--- config.mk ---
export PLATFORM = sky130hd
export DESIGN_NAME = rotate_sequencer
export DESIGN_NICKNAME = d
export VERILOG_FILES = /design/src/rtl/rotate_sequencer.sv
export SDC_FILE = /design/constraint.sdc
export NUM_CORES = 1
export LEC_CHECK = 0
export ABC_AREA = 1
export ABC_CLOCK_PERIOD_IN_PS = 1400
export CORE_MARGIN = 8
export CORE_UTILIZATION = 44
export CTS_BUF_LIST = sky130_fd_sc_hd__clkbuf_4 sky130_fd_sc_hd__clkbuf_8 sky130_fd_sc_hd__clkbuf_16
export DETAILED_ROUTE_END_ITERATION = 6
export GPL_TIMING_DRIVEN = 0
export PLACE_DENSITY = 0.78
export SETUP_SLACK_MARGIN = 0.05
export SYNTH_ARGS = -nofsm -noshare
export SYNTH_HDL_FRONTEND = slang
export SYNTH_SLANG_ARGS = --single-unit
--- constraint.sdc ---
create_clock -name clk -period 1.4 [get_ports clk]
set_clock_uncertainty 0.2 [all_clocks]
set_input_delay 0.28 -clock clk [delete_from_list [all_inputs] [get_ports clk]]
set_output_delay 0.28 -clock clk [all_outputs]
set_load 0.05 [all_outputs]
--- src/rtl/rotate_sequencer.sv ---
// rtl/rotate_sequencer.sv - multi-step 8-bit rotate sequencer built on a single-step rotator
// Optional macro ROT_MOD_REDUCE_EN: reduce the requested amount mod 8 to shorten latency.

module rotate_step (
  input  logic [7:0] din,
  input  logic       dir,
  output logic [7:0] dout
);
  // dir = 1 rotates right (bit0 -> bit7), dir = 0 rotates left (bit7 -> bit0)
  assign dout = dir ? {din[0], din[7:1]} : {din[6:0], din[7]};
endmodule

module rotate_sequencer #(
  parameter int AMT_W = 4
) (
  input  logic             clk,
  input  logic             reset,
  input  logic             in_valid,
  output logic             in_ready,
  input  logic [7:0]       in_data,
  input  logic             in_dir,
  input  logic [AMT_W-1:0] in_amt,
  output logic             out_valid,
  input  logic             out_ready,
  output logic [7:0]       out_data,
  output logic             busy
);

  typedef enum logic [1:0] {
    IDLE = 2'd0,
    RUN  = 2'd1,
    HOLD = 2'd2
  } state_t;

  state_t           state;
  logic [7:0]       work;
  logic [7:0]       work_next;
  logic [AMT_W-1:0] count;
  logic [AMT_W-1:0] amt_eff;
  logic             rot_dir;

`ifdef ROT_MOD_REDUCE_EN
  // Rotating by 8 is the identity on an 8-bit value, so only the low 3 bits matter.
  assign amt_eff = in_amt & AMT_W'(7);
`else
  assign amt_eff = in_amt;
`endif

  rotate_step u_step (
    .din  (work),
    .dir  (rot_dir),
    .dout (work_next)
  );

  assign out_data = work;

  always_ff @(posedge clk) begin
    if (reset) begin
      state     <= IDLE;
      work      <= 8'h00;
      count     <= '0;
      rot_dir   <= 1'b0;
      in_ready  <= 1'b1;
      out_valid <= 1'b0;
      busy      <= 1'b0;
    end else begin
      case (state)
        IDLE: begin
          if (in_valid) begin
            work     <= in_data;
            rot_dir  <= in_dir;
            count    <= amt_eff;
            in_ready <= 1'b0;
            busy     <= 1'b1;
            if (amt_eff == '0) begin
              state     <= HOLD;
              out_valid <= 1'b1;
            end else begin
              state <= RUN;
            end
          end
        end
        RUN: begin
          work <= work_next;
          // The count never goes below zero; count <= 1 marks the final step.
          if (count <= AMT_W'(1)) begin
            count     <= '0;
            state     <= HOLD;
            out_valid <= 1'b1;
          end else begin
            count <= count - AMT_W'(1);
          end
        end
        HOLD: begin
          if (out_ready) begin
            state     <= IDLE;
            out_valid <= 1'b0;
            in_ready  <= 1'b1;
            busy      <= 1'b0;
          end
        end
        default: begin
          state     <= IDLE;
          in_ready  <= 1'b1;
          out_valid <= 1'b0;
          busy      <= 1'b0;
        end
      endcase
    end
  end

endmodule

# After elaboration in Yosys (flattened, before gate mapping)
# Index checks and enable logic that the tools add are counted.
# op_classes
n_addsub	1
mul	0
div_mod_pow	0
magnitude_cmp	1
n_eq_ne	6
shifts	0
muxes	21
bitwise	1
n_reduce_logical	8
# op_table
operator	count
$mux W8	2
$pmux W8 S2	1
$pmux W1 S3	3
$mux W2	4
$mux W4	2
$ne A2 B2 Y1 const B	4
$pmux W4 S2	1
$mux W1	7
$pmux W2 S3	1
$reduce_and A3 Y1	2
$le A4 B1 Y1 const B	1
$logic_not A4 Y1	1
$reduce_and A2 Y1	2
$reduce_and A4 Y1	1
$sub A4 B1 Y4 const B	1
$eq A2 B1 Y1 const B	1
$eq A2 B2 Y1 const B	1
$logic_not A2 Y1	1
$reduce_bool A2 Y1	1
$not A1 Y1	1
# totals
ff_bits	18
latch_bits	0
mem_bits_rw	0
mem_bits_ro	0
inputBits	17
output_inout_bits	11
word_cells	45
n_memories	0

# Longest topological paths before layout
# Gate-level depths: netlist of run 1.
# depth
depth_word	4
mapped_depth	9
depth_no_buf	9

# Hierarchy
# A second synthesis of run 1 with hierarchy kept.
# hier_totals
hier_cells	169
hier_area_um2	1057.3
# by_module_without_submodules
module	instances	cells_per_inst	area_per_inst_um2	seq_area_each_um2
rotate_sequencer	1	143	952.2	360.3
rotate_step	1	26	105.1	0.0

# Least setup slack after synthesis of run 1
# No wires, ideal clock.
# synth_timing
path_type	register to register
start	reg count[0]
end	reg count[2]
setup_ns	0.070
arrival_time_ns	1.160
t_required_ns	1.130
path_slack_ns	-0.030
stages_incl_launch_ff	8
n_path_buf	0
synth_period_minus_slack_ns	1.430
path_cell_list	dfxtp_1 -> inv_1 -> ha_1 -> inv_1 -> nand2_1 -> a21oi_1 -> o21ai_0 -> a21oi_1
# synth_via
elab_chain_len	3
word_cells_on_any_way	4
# synth_lines
element	line_no	rtl
start: declaration	38	logic [AMT_W-1:0] count;
start signal: assignment	72	count <= amt_eff;
start signal: assignment	91	count <= count - AMT_W'(1);
$sub A4 B1 Y4 / $le A4 B1 Y1 (equally long branches)	91, 86	
$mux W4 (*)	86	if (count <= AMT_W'(1)) begin
$pmux W4 S2 (*)	67	case (state)
# Every way passes the cells marked *; elsewhere a longest branch is shown, timed or not.
# A chain may end at the register's enable or synchronous reset.

# Worst setup path after layout of run 1
# layout_timing
start	reg count[1]
end	reg count[1]
# Same word-level chain as after synthesis.

==> results of run 1 <==
==> per-layer routing <==
layer	routed length (µm)	track usage [%]	vias to the layer above
met2	1496	24.73	38
met1	1154	12.97	527
met3	234	3.188	0
met4	0	4.267	0
met5	0	0	-
li1	-	-	584
==> state kept, by name, summed over array words and instances, names as in the netlist <==
register	cells
busy	1
count	4
in_ready	1
out_data	8
out_valid	1
rot_dir	1
state	2
==> cells in the mapped netlist (all sizes together), types with 2 or more instances <==
cell / number
o211ai: 9
o21ai: 11
ha: 2
buf: 3
a21oi: 7
inv: 28
dfxtp: 18
nand2: 41
nand3: 22
nor2: 9
==> what timing repair did <==
action | in CTS | in global routing
pin swaps | 11 | 7
buffers inserted | 5 | 3
resized for setup | 94 | 17
endpoints found under the setup margin | 28 | 22
hold endpoints to repair | 0 | 0
gates cloned | 0 | 1
==> power groups by stage <==
stage | clock network (mW) | registers, mW | logic [mW]
global route | 0.358 | 0.869 | 2.12
detailed placement | 0 | 0.821 | 1.58
finish | 0.330 | 0.850 | 1.96
CTS | 0.335 | 0.844 | 1.74
global placement | 0 | 0.811 | 1.55
floorplan | 0 | 1.13 | 0.856
==> final cells by class <==
cell class / count / area, µm² / share of cell area [%]
Inverter: 29 / 116.4 / 6.925
Clock buffer: 4 / 36.28 / 2.159
Timing Repair Buffer: 36 / 372.9 / 22.19
Sequential cell: 18 / 377.9 / 22.49
Multi-Input combinational cell: 105 / 685.7 / 40.80
Tap cell: 30 / 37.54 / 2.234
Buffer: 4 / 53.80 / 3.202
==> worst min path at each step <==
stage                            startpoint           endpoint  slack [ns]  cells after the start
after floorplan                       reset  busy$_SDFFE_PP0P_        0.15                      1
after global placement    busy$_SDFFE_PP0P_  busy$_SDFFE_PP0P_        0.25                      2
after detailed placement  busy$_SDFFE_PP0P_  busy$_SDFFE_PP0P_        0.26                      2
after CTS                 busy$_SDFFE_PP0P_  busy$_SDFFE_PP0P_        0.28                      2
after global routing      busy$_SDFFE_PP0P_  busy$_SDFFE_PP0P_        0.32                      2
final                     busy$_SDFFE_PP0P_  busy$_SDFFE_PP0P_        0.30                      2
==> metrics by stage <==
step	setup TNS, ns	hold WS [ns]	instance area [µm²]
6_report	-0.05077	0.2989	1680
5_1_grt	-0.5508	0.3203	1680
4_1_cts	-0.005915	0.2794	1579
3_5_place_dp	-6.594	0.2570	1455
3_3_place_gp	-6.011	0.2530	1455
2_1_floorplan	0	0.1491	1147
==> worst max-delay path, stage by stage (launching register included) <==
cell     delay (ns)
dfxtp_2        0.35
inv_2          0.06
ha_2           0.17
inv_2          0.06
nand2_4        0.05
nand2_2        0.06
nand2_2        0.06
or2_0          0.23
a21oi_1        0.14
==> kinds of logic (layout without fill, tap and decap cells) <==
family,after synthesis,count (layout),synth area share (%)
AOI/OAI and AO/OA,28,28,18.04
adders and majority gates,2,2,2.200
buffers and inverters,33,73,13.20
DFF,18,18,31.68
and+or+nand+nor,75,75,34.87
==> results.py, run 1 <==
metrics = {
    "worst_setup_path": {
        "endpoint_kind": "register",
        "r2r-start": "count[1]$_SDFFE_PP0P_",
        "crit_end": "count[1]$_SDFFE_PP0P_",
        "arrival_ns": 1.48,
        "critPathLaunchType": "register",
        "startpoint": "count[1]$_SDFFE_PP0P_",
        "r2r-end": "count[1]$_SDFFE_PP0P_",
        "rrSetupSlack_ns": -0.04,
        "path_class": "reg2reg",
        "cp.required_ns": 1.44,
        "rr_worst_depth": 8,
        "path_max_fanout": 4,
    },
    "logic_synthesis": {
        "synthTopCellsByArea": "dfxtp_1, nand2_1, o211ai_2, inv_1, nand3_1",
        "synth_largest_area_cell": "dfxtp_1",
        "synth-edff-count": 0,
        "yosys_warnings": 0,
        "yosysUniqueCellTypes": 25,
        "syn_nets": 175,
        "synthCells": 156,
        "ys_ff_latch": 18,
        "synth_area_per_cell_um2": 7.291,
        "seq_area_frac_synth_pct": 31.68,
        "synth_area_mm2": 0.001137,
        "synthArstFlopShare_pct": 0,
        "synth_flop_cell": "dfxtp_1",
        "synth_top_area_share_pct": 31.68,
    },
    "finish": {
        "final_common_cell": "nand2_1",
        "nets": 216,
        "fillers": 210,
        "area_delta_synth_final_pct": 47.74,
        "drive_gt1_share_pct": 40.31,
        "final_cell_mix": "nand2_1, inv_1, clkdlybuf4s50_1, nand3_1, buf_6",
        "final_cells": 226,
        "diodes": 0,
        "final_util_pct": 68.45,
    },
    "placement": {
        "dpl.hpwl_um": 2098,
        "gp_congestion": 0.8302,
        "port_buffers": 27,
        "dp_cells": 213,
        "place_ws_ns": -0.2780,
    },
    "timing": {
        "rsz0062_at_grt": "true",
        "period_share_pct": 103.0,
        "period_minus_slack_ns": 1.442,
        "clock.fmax_mhz": 693.5,
        "tightest_slew_ns": 0.2902,
        "relSlewSlack_pct": 80.58,
        "worst_slack_ns": -0.04203,
        "slew_viol_final": 0,
        "hold_violations": 0,
        "final-setup-viol-count": 2,
    },
    "global_routing": {
        "grt_pass1_vias": 1158,
        "grt_overflow": 0,
        "grt_max_degree": 11,
        "antenna_found_initial": 0,
        "track_usage_pct": 12.87,
        "grt_pass1_wl_um": 4671,
    },
    "route": {
        "vias_per_cell": 5.084,
        "ant_nets": 0,
        "via_count": 1149,
        "drt_pre_antenna_iters": 4,
        "remaining_drc_errors": 0,
        "drt-initial-drc-count": 46,
        "wl_per_cell_um": 12.77,
        "wl_um": 2885,
    },
    "power_and_ir_drop": {
        "swShare_pct": 46.72,
        "pwr-share-comb_pct": 62.4,
        "power_frac_clock_pct": 10.5,
        "power.density_mw_per_mm2": 1867,
        "p_int_mw": 1.672,
        "pwr-share-seq_pct": 27.1,
        "p_leak_nw": 0.8073,
        "p_total_mw": 3.137,
        "switchingPower_mw": 1.466,
        "vdd_drop_max_mv": 1.245,
    },
    "floorplan": {
        "die_x_um": 66.84,
        "dieArea_mm2": 0.004468,
        "rows": 18,
        "ios": 28,
        "core_mm2": 0.002455,
        "initial_utilization_pct": 46.33,
        "die_height_um": 66.84,
    },
    "cts": {
        "cts.sinks": 18,
        "ctsHtreeMaxLevel": 1,
        "cts-root-buf": "clkbuf_4",
        "cts_made_buffers": 3,
        "cts_max_path_buffers": 2,
        "cts_tree": "done",
        "ctsHoldBuffers": 0,
        "clk_pin_slew_worst_paths_ns": 0.11,
        "clock_latency_ns": 0.30,
    },
    "status": {
        "outcome": "finished, violations left",
        "violations": "setup timing",
    },
    "worst_hold_path": {
        "hold_path_class": "reg2reg",
    },
    "run": {
        "drv_cap": 0,
    },
}
Note: power is estimated with default switching activity, not from simulation.
==> run 2: changes to the inputs <==
- ABC_CLOCK_PERIOD_IN_PS: 1400 -> 1500
- CORE_UTILIZATION: 44 -> 48
- CTS_CLUSTER_SIZE: unset -> 24
- PLACE_DENSITY: 0.78 -> 0.81
- clock period: 1.4 -> 1.5 ns (I/O delays scaled with it)
==> run 2 against run 1 <==
  * The run now ends clean
  * First-iteration DRC count rose by 35%
  * Register-to-register slack better by 0.11 ns
  * Sequential cell count stayed put
  * Fmax increased by 0.38%
  * Non-clock buffer count decreased by 3
  * Die area is 6.4% lower
  * Via count up 1.4%
  * Combinational power shrank 8%
  * Cell count down 1.8%
  * Sequential power down 7.9%
  * Count of clock-buffer cells in the layout stayed put
  * Core utilization rose by 5.0 points
  * Largest cell class unchanged
  * Largest power group unchanged
  * Highest routed layer is now met4
==> results.py, run 2 (synthesis gave the netlist of run 1 again) <==
metrics = {
    "global_routing": {
        "grt_overflow": 0,
        "use_met1_pct": 14.97,
        "grt_max_degree": 11,
        "grt_pass1_wl_um": 4781,
        "grt_util_met3_pct": 4.296,
        "track_usage_pct": 13.82,
        "grt.met2_usage_pct": 23.98,
        "grt_pass1_vias": 1127,
        "antenna_found_initial": 0,
        "grt_busiest_layer": "met2",
    },
    "route": {
        "drt_pre_antenna_iters": 4,
        "wl_per_cell_um": 13.57,
        "wl_um": 3013,
        "vias_per_cell": 5.248,
        "drt-initial-drc-count": 62,
        "ant_nets": 0,
        "via_count": 1165,
        "remaining_drc_errors": 0,
    },
    "finish": {
        "area_delta_synth_final_pct": 44.22,
        "nets": 214,
        "diodes": 0,
        "drive_gt1_share_pct": 35.57,
        "final_cells": 222,
        "largest_reg_flops": 8,
        "final_cell_mix": "nand2_1, inv_1, clkdlybuf4s50_1, nand3_1, dfxtp_1",
        "final_common_cell": "nand2_1",
        "stdcell_area_mm2": 0.001640,
    },
    "timing": {
        "tightest_slew_ns": 0.2593,
        "hold_ws_ns": 0.2661,
        "period_minus_slack_ns": 1.437,
        "final-setup-viol-count": 0,
        "clock.fmax_mhz": 696.1,
        "slew_viol_final": 0,
        "rsz0062_at_grt": "true",
        "period_share_pct": 95.77,
        "relSlewSlack_pct": 82.53,
        "hold_violations": 0,
    },
    "floorplan": {
        "dieArea_mm2": 0.004183,
        "die_x_um": 64.68,
        "die_height_um": 64.68,
        "core_mm2": 0.002233,
        "ios": 28,
        "rows": 17,
        "initial_utilization_pct": 50.92,
    },
    "power_and_ir_drop": {
        "vdd_drop_max_mv": 1.212,
        "p_leak_nw": 0.7869,
        "power.density_mw_per_mm2": 1768,
    },
    "placement": {
        "gp_congestion": 0.8513,
        "placed_cell_area_mm2": 0.001443,
        "port_buffers": 27,
        "dpl.hpwl_um": 2010,
        "dp_cells": 211,
    },
    "worst_setup_path": {
        "path_max_fanout": 4,
        "rrSetupSlack_ns": 0.06,
        "rr_worst_depth": 8,
        "path_class": "reg2reg",
        "arrival_ns": 1.47,
        "endpoint_kind": "register",
        "critPathLaunchType": "register",
        "cp.required_ns": 1.54,
    },
    "cts": {
        "cts_max_path_buffers": 2,
        "ctsHoldBuffers": 0,
        "cts_made_buffers": 3,
        "cts_tree": "done",
        "ctsHtreeMaxLevel": 1,
        "cts.sinks": 18,
        "cts-root-buf": "clkbuf_4",
        "clk_pin_slew_worst_paths_ns": 0.11,
        "clock_latency_ns": 0.30,
    },
    "worst_hold_path": {
        "hold_path_class": "reg2reg",
        "hold_path_depth": 2,
    },
    "run": {
        "drv_cap": 0,
    },
    "status": {
        "outcome": "finished clean",
    },
}
==> run 2: cell count changes in the layout (fill, tap and decap cells not counted), sizes merged <==
cell | before | now
buf | 22 | 19
clkinvlp | 0 | 2
inv | 29 | 28
==> run 2: cell type report <==
cell class,instances,area [µm²]
buffer,4,50.05
multi-input combinational,105,709.4
sequential,18,370.4
tap,28,35.03
inverter,29,122.6
timing repair inverter,1,7.507
timing repair buffer,33,309.0
clock buffer,4,36.28
fill,180,593.1
==> run 2: path summary, 6_finish.rpt <==
check	end	startpoint
min reg2reg	busy$_SDFFE_PP0P_	busy$_SDFFE_PP0P_
max reg2reg	count[1]$_SDFFE_PP0P_	count[0]$_SDFFE_PP0P_
min	busy$_SDFFE_PP0P_	busy$_SDFFE_PP0P_
max	count[1]$_SDFFE_PP0P_	count[0]$_SDFFE_PP0P_
==> run 2: what timing repair did <==
item | in CTS | in global routing
resized for setup | 80 | 24
setup buffers | 2 | 3
cloned | 0 | 2
endpoints found under the setup margin | 26 | 18
pin swaps | 4 | 7
==> run 2: critical path, stage by stage (launching register included) <==
cell     delay [ns]
dfxtp_4        0.40
inv_4          0.05
ha_4           0.16
inv_4          0.06
nand2_4        0.07
nand2_4        0.06
nand2_4        0.06
or2_0          0.20
a21oi_1        0.12
==> run 2: metrics by stage <==
| stage | power [mW] | setup slack (ns) | setup TNS, ns | utilization [%] |
|---|---|---|---|---|
| 5_1_grt | 3.091 | 0.006314 | 0 | 73.45 |
| 3_5_place_dp | 2.217 | -0.1975 | -4.346 | 64.59 |
| 3_3_place_gp | 2.183 | -0.1705 | -3.795 | 64.59 |
| 6_report | 2.900 | 0.06346 | 0 | 73.45 |
| 4_1_cts | 2.614 | 0.01410 | 0 | 67.17 |
| 2_1_floorplan | 1.829 | 0.06981 | 0 | - |
==> run 2: power breakdown <==
part	total, mW	internal [mW]	switching (mW)
registers	0.783	0.631	0.153
logic	1.80	0.696	1.11
clock network	0.314	0.148	0.166
total	2.90	1.47	1.43
==> run 2: layer usage <==
metal / vias to the layer above / part of all wire, % / wire length [µm]
met4: 0 / 2.4 / 71
li1: 578 / - / -
met1: 536 / 42 / 1260
met2: 41 / 49 / 1466
met3: 10 / 7.2 / 216
met5: - / 0 / 0
==> run 3: changes to the inputs <==
- CELL_PAD_IN_SITES_DETAIL_PLACEMENT: unset -> 1
- CELL_PAD_IN_SITES_GLOBAL_PLACEMENT: unset -> 2
- CORE_UTILIZATION: 48 -> 26
- PLACE_DENSITY: 0.81 -> 0.8
==> run 3 against run 2 <==
  * Sequential cell count unchanged
  * First-iteration DRC count fell by 45%
  * Worst setup slack lost 0.010 ns
  * Design area up 5.4%
  * Wire length is 22% higher
  * Global-route usage down 3.0 points
  * Die area grew 61%
  * Clock power is 12% higher
  * Fmax fell by 0.70%
  * Cell count up 12%
  * Sequential power is essentially flat
  * Combinational power up 7%
  * Critical path type unchanged
  * Largest power group unchanged
==> results.py, run 3 (synthesis gave the netlist of run 1 again) <==
metrics = {
    "worst_hold_path": {
        "hold_path_depth": 2,
        "hold_path_class": "reg2reg",
    },
    "route": {
        "wl_um": 3686,
        "drt_pre_antenna_iters": 4,
        "wl_per_cell_um": 14.80,
        "via_count": 1156,
        "ant_nets": 0,
        "drt-initial-drc-count": 34,
        "remaining_drc_errors": 0,
        "vias_per_cell": 4.643,
    },
    "timing": {
        "final-setup-viol-count": 0,
        "hold_violations": 0,
        "period_share_pct": 96.45,
        "worst_slack_ns": 0.05328,
        "slew_viol_final": 0,
        "relSlewSlack_pct": 76.22,
        "tightest_slew_ns": 0.3554,
        "clock.fmax_mhz": 691.2,
        "period_minus_slack_ns": 1.447,
        "rsz0062_at_grt": "true",
    },
    "worst_setup_path": {
        "arrival_ns": 1.44,
        "path_cells": "inv_4 -> ha_4 -> inv_4 -> nand2_4 -> nand2_4 -> nand2_4 -> or2_0 -> a21oi_1",
        "max_stage_delay_ns": 0.38,
        "cp.required_ns": 1.49,
        "crit_top_cell": "nand2_4",
        "critPathLaunchType": "register",
        "endpoint_kind": "register",
        "path_class": "reg2reg",
        "path_max_fanout": 4,
        "crit_family": "simple AND/OR/NAND/NOR gates",
        "slowest_stage": "dfxtp_4",
        "rrSetupSlack_ns": 0.05,
        "cp.depth": 8,
        "rr_worst_depth": 8,
        "crit_buf_inv": 2,
    },
    "power_and_ir_drop": {
        "power.density_mw_per_mm2": 1765,
        "p_total_mw": 3.052,
        "p_leak_nw": 0.8186,
        "vdd_drop_max_mv": 0.6588,
    },
    "status": {
        "outcome": "finished clean",
    },
    "run": {
        "drv_cap": 0,
    },
    "global_routing": {
        "grt_overflow": 0,
        "track_usage_pct": 10.87,
        "grt_pass1_wl_um": 5844,
        "antenna_found_initial": 0,
        "grt_pass1_vias": 1256,
        "grt_max_degree": 11,
    },
    "placement": {
        "placed_cell_area_mm2": 0.001473,
        "port_buffers": 27,
        "gp_congestion": 0.7507,
        "place_ws_ns": -0.2431,
        "dpl.hpwl_um": 2605,
    },
    "finish": {
        "final_cell_mix": "nand2_1, inv_1, clkdlybuf4s50_1, nand3_1, dfxtp_1",
        "diodes": 0,
        "area_delta_synth_final_pct": 52.04,
        "final_util_pct": 40.27,
        "nets": 218,
        "fillers": 521,
        "drive_gt1_share_pct": 35.53,
        "largest_reg_flops": 8,
        "stdcell_area_mm2": 0.001729,
        "final_common_cell": "nand2_1",
    },
    "cts": {
        "ctsHtreeMaxLevel": 1,
        "cts.sinks": 18,
        "cts-root-buf": "clkbuf_8",
        "cts_made_buffers": 3,
        "cts_max_path_buffers": 2,
        "clock_latency_ns": 0.26,
        "clk_pin_slew_worst_paths_ns": 0.07,
        "cts_tree": "done",
    },
    "floorplan": {
        "die_x_um": 82.14,
        "core_mm2": 0.004294,
        "die_height_um": 82.14,
        "initial_utilization_pct": 26.49,
        "rows": 24,
        "ios": 28,
        "dieArea_mm2": 0.006747,
    },
}
## run 3: worst register-to-register path, cell delays in order (launching register included)
cell and delay, ns:
dfxtp_4 0.38, inv_4 0.05, ha_4 0.16, inv_4 0.06, nand2_4 0.06, nand2_4 0.06, nand2_4 0.06, or2_0 0.22
a21oi_1 0.13
## run 3: final cells by class
class                      instances  area (µm²)  area share [%]
sequential                        18       372.9           21.56
clock buffer                       3       41.29           2.388
timing repair buffer              37       342.8           19.83
tap                               52       65.06           3.763
inverter                          29       122.6           7.091
timing repair inverter             1       5.005          0.2894
buffer                             4       61.31           3.546
multi-input combinational        105       718.2           41.53
## run 3: path summary, 6_finish.rpt
path,startpoint,to
setup / recovery,count[0]$_SDFFE_PP0P_,count[1]$_SDFFE_PP0P_
hold / removal,busy$_SDFFE_PP0P_,busy$_SDFFE_PP0P_
setup reg to reg,count[0]$_SDFFE_PP0P_,count[1]$_SDFFE_PP0P_
hold reg to reg,busy$_SDFFE_PP0P_,busy$_SDFFE_PP0P_
## run 3: report_power, final
part / internal (mW) / leakage, nW / switching, mW
Sequential: 0.634 / 0.152 / 0.146
Clock: 0.179 / 0.0216 / 0.173
Combinational: 0.766 / 0.646 / 1.15
## run 3: stage by stage
step / setup TNS (ns) / hold WS [ns] / cells
2_1_floorplan: 0 / 0.1691 / 156
3_3_place_gp: -4.237 / 0.2532 / 235
3_5_place_dp: -4.923 / 0.2583 / 235
4_1_cts: 0 / 0.2693 / 239
5_1_grt: -0.05620 / 0.2966 / 249
6_report: 0 / 0.2675 / 249
## run 3: per-layer routing
metal  vias up  global-route usage, %  routed length (µm)
met2        22                  20.36                1937
met4         0                  2.982                  21
met3         4                  2.381                 149
met5         -                      0                   0
met1       544                  11.97                1577
li1        586                      -                   -
## run 3: what timing repair did
item / 4_1_cts / 5_1_grt
gates cloned: 0 / 3
pin swaps: 2 / 9
resized for setup: 72 / 33
hold buffers: 0 / 0
setup buffers: 1 / 7
setup endpoints to repair: 26 / 22
